<file path="src/rtl/reg_file_rd2_ctrl.sv">
// reg_file_rd2_ctrl: register file, one write port, two registered read ports, background clear.
// Define REG_FILE_BYPASS_EN to forward same-edge accepted writes to matching reads.
module reg_file_rd2_ctrl #(
   parameter int DATA_W = 64,
   parameter int DEPTH  = 8,
   parameter int ADDR_W = 3
) (
   input  logic              clk,
   input  logic              reset_n,
   input  logic              we,
   input  logic [ADDR_W-1:0] wAddr,
   input  logic [DATA_W-1:0] wData,
   input  logic              re0,
   input  logic [ADDR_W-1:0] rAddr0,
   output logic [DATA_W-1:0] rData0,
   output logic              rValid0,
   output logic              rErr0,
   input  logic              re1,
   input  logic [ADDR_W-1:0] rAddr1,
   output logic [DATA_W-1:0] rData1,
   output logic              rValid1,
   output logic              rErr1,
   input  logic              clr_req,
   output logic              busy,
   output logic              clr_done
);
   localparam logic [ADDR_W:0]   DEPTH_L = (ADDR_W + 1)'(DEPTH);
   localparam logic [ADDR_W-1:0] LAST    = ADDR_W'(DEPTH - 1);
   typedef enum logic [1:0] {IDLE, CLEAR, DONE} state_t;
   state_t            state;
   logic [ADDR_W-1:0] ptr;
   logic [DATA_W-1:0] mem [DEPTH];
   logic              wr_ok, ok0, ok1;
   logic [DATA_W-1:0] rd0, rd1;
   always_comb begin
      wr_ok = we && !busy && ({1'b0, wAddr} < DEPTH_L);
      ok0   = {1'b0, rAddr0} < DEPTH_L;
      ok1   = {1'b0, rAddr1} < DEPTH_L;
`ifdef REG_FILE_BYPASS_EN
      rd0   = (wr_ok && wAddr == rAddr0) ? wData : mem[rAddr0];
      rd1   = (wr_ok && wAddr == rAddr1) ? wData : mem[rAddr1];
`else
      rd0   = mem[rAddr0];
      rd1   = mem[rAddr1];
`endif
   end
   // User writes are blocked while busy, so they never collide with the clear pointer.
   always_ff @(posedge clk or negedge reset_n)
      if (!reset_n) begin
         for (int i = 0; i < DEPTH; i++) mem[i] <= '0;
         rData0   <= '0;
         rValid0  <= 1'b0;
         rErr0    <= 1'b0;
         rData1   <= '0;
         rValid1  <= 1'b0;
         rErr1    <= 1'b0;
         busy     <= 1'b0;
         clr_done <= 1'b0;
         ptr      <= '0;
         state    <= IDLE;
      end else begin
         if (wr_ok) mem[wAddr] <= wData;
         rValid0 <= re0;
         rErr0   <= re0 && !ok0;
         if (re0) rData0 <= ok0 ? rd0 : '0;
         rValid1 <= re1;
         rErr1   <= re1 && !ok1;
         if (re1) rData1 <= ok1 ? rd1 : '0;
         case (state)
            IDLE: if (clr_req) begin
               state <= CLEAR;
               ptr   <= '0;
               busy  <= 1'b1;
            end
            CLEAR: begin
               mem[ptr] <= '0;
               ptr      <= ptr + 1'b1;
               if (ptr == LAST) begin
                  state    <= DONE;
                  clr_done <= 1'b1;
               end
            end
            DONE: begin
               clr_done <= 1'b0;
               busy     <= 1'b0;
               state    <= IDLE;
            end
            default: state <= IDLE;
         endcase
      end
endmodule
</file>
<file path="config.mk">
export PLATFORM = sky130hd
export DESIGN_NAME = reg_file_rd2_ctrl
export DESIGN_NICKNAME = d
export VERILOG_FILES = /design/src/rtl/reg_file_rd2_ctrl.sv
export SDC_FILE = /design/constraint.sdc
export NUM_CORES = 1
export LEC_CHECK = 0
export ABC_AREA = 1
export BUFFER_PORTS_ARGS = -buffer_cell sky130_fd_sc_hd__clkbuf_2
export CAP_MARGIN = 5
export CORE_MARGIN = 3
export CORE_UTILIZATION = 26
export DETAILED_ROUTE_END_ITERATION = 16
export GPL_TIMING_DRIVEN = 1
export PLACE_DENSITY_LB_ADDON = 0.2
export SLEW_MARGIN = 15
export SYNTH_ARGS = -nofsm -noshare
export SYNTH_HDL_FRONTEND = slang
export SYNTH_SLANG_ARGS = --single-unit
</file>
<file path="constraint.sdc">
create_clock -name clk -period 1.4 [get_ports clk]
set_input_delay 0.07 -clock clk [delete_from_list [all_inputs] [get_ports clk]]
set_output_delay 0.07 -clock clk [all_outputs]
set_load 0.02 [all_outputs]
</file>
### Yosys cells after proc, flatten, opt, wreduce, memory -nomap -nowiden

Index checks and enable logic that the tools add are counted.

* eq/ne operators: 5
* reduce and logical (&&, ||, !) cells: 12
* $lt $le $gt $ge: 6
* muxes and demuxes: 22
* add/subtract/negate cells: 1
* bitwise operators: 6

Operators with widths (number)
* two-way mux 512 bit: 2
* bitwise AND 512 bit: 1
* bitwise mux 512 bit: 1
* inverter 512 bit: 1
* binary-select mux 64 bit (select 3 bit): 2
* demux 64 bit (select 3 bit): 2
* two-way mux 64 bit: 6
* greater-or-equal comparator 4 bit, second input constant: 4
* inverter 3 -> 4 bit: 4
* < comparator 4 x 1 -> 1 bit, second input constant: 2
* AND reduction 2 bit: 4
* one-hot mux 3 bit (2 select lines): 1
* nonzero test 2 bit: 3
* two-way mux 2 bit: 2
* != test 2 bit, second input constant: 2
* one-hot mux 1 bit (2 select lines): 2
* one-hot mux 2 bit (2 select lines): 1
* adder 3 x 1 -> 3 bit, second input constant: 1
* == test 3 bit, second input constant: 1
* logical AND 1 bit: 3
* two-way mux 3 bit: 1
* == test 2 x 1 -> 1 bit, second input constant: 1
* == test 2 bit, second input constant: 1
* zero test 2 bit: 1
* 2 further kinds: 3

* output and inout port bits: 134
* register bits after elaboration: 649

### Depth between registers and ports, before layout

* depth after elaboration: 9
* mapped depth: 9
* gate-level depth less buffers: 7

### Worst setup path before layout

OpenSTA, ideal clock, no wires.

* kind: flip-flop to flip-flop
* start point: reg busy
* end point: reg mem[25] (netlist name)
* period minus slack after synthesis: 1402 ps
* setup slack: -2 ps
* path buffers: 2
* setup time: 120 ps
* stages on the path, launching flop included: 9
* arrival: 1282 ps
* cells stage by stage: dfrtp_1 > inv_1 > nand2_1 > nor2_2 > nand2_1 > buf_4 > buf_2 > nor2_1 > nor3_2

* cells in the longest elaborated chain, start to end: 5

Ends and longest elaborated chain
* from (decl): RTL line 24 `output logic busy,`
* from (signal assigned): RTL line 57 `busy <= 1'b0;`
* from (signal assigned): RTL line 73 `busy <= 1'b1;`
* from (signal assigned): RTL line 85 `busy <= 1'b0;`
* zero test 1 bit (*): RTL line 36 `wr_ok = we && !busy && ({1'b0, wAddr} < DEPTH_L);`
* logical AND 1 bit (*): RTL line 36
* two-way mux 512 bit (*): RTL line 62 `if (wr_ok) mem[wAddr] <= wData;`
* bitwise AND 512 bit (no source line)
* two-way mux 512 bit (*): RTL line 69 `case (state)`
* to (signal, indexed assignment): RTL line 62
* to (decl): RTL line 32 `logic [DATA_W-1:0] mem [DEPTH];`

Every way passes the cells marked *; elsewhere a longest branch is shown, timed or not.
A chain may end at the register's enable or synchronous reset.

### Final worst setup path

* start point: reg busy
* end point: reg mem[377] (netlist name)

Same word-level chain as after synthesis.

==> out/qor.txt <==
====================================================================================================
Mean routed wirelength per cell                                                             23.02 um
Pin count of the biggest net entering global routing                                              82
Hold Crit Class                                                                         primary input to async pin
CTS buffer count                                                                                  82
Sw Share                                                                                      38.10%
Clock Tree Root                                                                            clkbuf_16
Most frequent cells in the layout                                                       nand2_1, nor2_1, nand3_1
Wire length after detailed routing                                                         175600 um
Relative contribution of the clock network to total power                                      28.7%
Post-Route Hold Slack                                                                     0.05103 ns
Horizontal die dimension                                                                    385.1 um
Overall fraction of global-route tracks in use                                                22.18%
Clock Tree Buf Depth                                                                               3
NetSw                                                                                       31.35 mW
Post-Synthesis Mean Instance Area                                                         6.937 um^2
Wire length of the first global-routing pass                                               248100 um
Post-route setup slack                                                                    -0.1768 ns
Fraction of power consumed by sequential logic                                                 35.3%
Placeable Area                                                                           0.1421 mm^2
Post-detailed-placement half-perimeter wirelength                                          107800 um
Count of maximum capacitance violations                                                            0
Overall power                                                                               82.30 mW
Synthesized cell area                                                                   0.03737 mm^2
Transition at the pin with the smallest max-transition slack                               0.5743 ns
Status                                                                                  finished, violations left
Worst EP required                                                                            2.00 ns
Setup repair after global routing missed its margin                                              yes
Number of setup violations in the final report                                                   513
# nets final                                                                                    5748
Initial antenna violation count                                                                    7
H-tree depth reported by CTS                                                                       3
Startpoint of the most critical register-to-register path                                       busy
VDD IR-drop max                                                                            0.9168 mV
Startpoint type of the worst setup path                                                    flip-flop
Combinational share of power                                                                   36.0%
Setup slack after placement                                                               -0.1983 ns
Register bit count reported by yosys                                                             649
Die Area                                                                                 0.1483 mm^2
Violated checks                                                                         negative setup slack
Gate count after technology mapping                                                             5387
Number of iterations in the first detailed-routing pass                                            7
Critical Path Source                                                                            busy
Fmax                                                                                       634.2 MHz
Internal Pwr Total                                                                          50.95 mW
Effective utilization at floorplan                                                            26.30%
Ys Warns                                                                                           0
Ratio of cells with drive above 1 in the final layout                                         17.89%
Hold violation count in the final report                                                           0
Critical Path Sink Type                                                                    flip-flop
Worst rel slew slack                                                                          61.71%
Count of fill cells added during filler insertion                                             14.96k
Final weighted congestion of routability-driven global placement                              0.8251
Number of pins with negative max-slew slack in the final report                                    0
Number of clock sinks                                                                            649
CTS tree                                                                                         yes
Later-pin clock latency in the skew report                                                   0.69 ns
Distinct cell type count after synthesis                                                          20
Number of routed nets with antenna violations                                                      0
DRC errors left                                                                                    0
TNS Setup                                                                                  -45.78 ns
Number of placed I/O pins                                                                        213
Register area share after synthesis                                                           43.46%
Largest clock skew in the final design                                                    0.02829 ns
Clock-pin slew reported for the worst setup and hold paths after clock tree synthesis        0.06 ns
Area growth syn-to-layout                                                                     31.09%
Static leakage                                                                              24.90 nW
Worst setup path class                                                                  flip-flop to flip-flop
Most common cell after layout, fill and taps aside                                           nand2_1
Num rows                                                                                         138
Chip height                                                                                 385.1 um
Port bufs                                                                                        210
DR vias/cell                                                                                   4.932
Vias in the first global route                                                                36.32k
Critical Path AT                                                                             2.17 ns
Areal power density over the cells                                                      1680 mW/mm^2
Fraction of the cycle the final worst path needs                                              112.6%
Post-Route Utilization                                                                        34.47%
Via count                                                                                     37.62k
Iter 0 DRT Violations                                                                           3867
GRT overflow                                                                                       0
Shortest period the worst path allows                                                       1.577 ns
Maximum fanout count along the critical path                                                       7
====================================================================================================
## final timing paths
check                        endpoint  slack (ns)  depth (start not counted)
setup reg to reg             mem[377]       -0.18                         10
hold reg to reg            rData0[51]        0.48                          2
min in group clk            rData1[8]        0.08                          6
max in group asynchronous  rData0[12]        0.13                          5
hold / removal               mem[111]        0.05                          3
setup / recovery             mem[377]       -0.18                         10
## metal layers
layer | vias to the layer above | track usage, % | wire (um)
met5 | - | 0 | 28
met4 | 4 | 5.561 | 3667
met2 | 1566 | 35.26 | 80820
met3 | 220 | 3.356 | 12760
met1 | 18454 | 31.39 | 78330
li1 | 17376 | - | -
## logic make-up (layout without fill, tap and decap cells)
kind of cell | after synthesis | count (layout) | share of synthesized area (%)
compound gates | 6 | 6 | 0.08036
fa+ha+maj | 2 | 2 | 0.06696
buf+inv | 980 | 1326 | 12.08
flops | 649 | 649 | 43.46
other cells | 1 | 5 | 0.01004
simple gates | 3749 | 3749 | 44.30
## flip-flops by register name, indices dropped and copies added, names as in the netlist
register  count
ptr           3
rData1       64
busy          1
clr_done      1
rData0       64
rValid0       1
rValid1       1
state         2
mem         512
## power by group through the flow
stage | clock (mW) | combinational, mW | sequential, mW
2_1_floorplan | 0 | 17.3 | 29.0
4_1_cts | 24.2 | 28.1 | 28.9
5_1_grt | 24.9 | 33.0 | 29.8
3_5_place_dp | 0 | 26.4 | 29.1
3_3_place_gp | 0 | 26.0 | 29.2
6_report | 23.7 | 29.6 | 29.0
## final cells by class
cell class / instances / area (um^2) / share of cell area (%)
multi-input cells: 3759 / 17530 / 35.79
clock inverters: 32 / 485.5 / 0.9910
well taps: 1890 / 2365 / 4.827
flip-flops and latches: 649 / 16240 / 33.16
diodes: 3 / 7.507 / 0.01533
repair buffers: 635 / 7660 / 15.64
inverters: 540 / 2217 / 4.526
clock buffers: 119 / 2477 / 5.057
## per-stage QoR
stage                     instances  cell area, um^2
final                          7627            48990
after global routing           7624            48980
after CTS                      7574            47050
after detailed placement       7319            42410
after global placement         7319            42410
after floorplan                5388            37370
## Yosys cell counts, drive strengths merged
library cell	n	area [um^2]
inv	540	2027
nand2	1303	4923
ha	2	25.02
dfrtp	649	16240
clkbuf	118	506.7
nand3	897	4489
conb	1	3.750
o21ai	6	30.03
nor3	512	3098
nor2	1037	4044
buf	322	1979
## critical path, stage by stage (launching register included)
cell and delay, ns:
dfrtp_2 0.40, inv_2 0.07, nand2_4 0.06, nor2_4 0.13, buf_12 0.14, nand2_8 0.10
clkinv_16 0.10, buf_12 0.14, buf_16 0.16, nor2_2 0.05, nor3_2 0.14
## repair_timing
item,CTS,global route
endpoints found under the setup margin,514,514
cloned,13,36
gates resized for setup,101,242
buffers inserted,20,19
pin swaps,11,26
hold buffers,71,0
hold endpoints to repair,1247,0
Power figures use the tool's default switching activity.
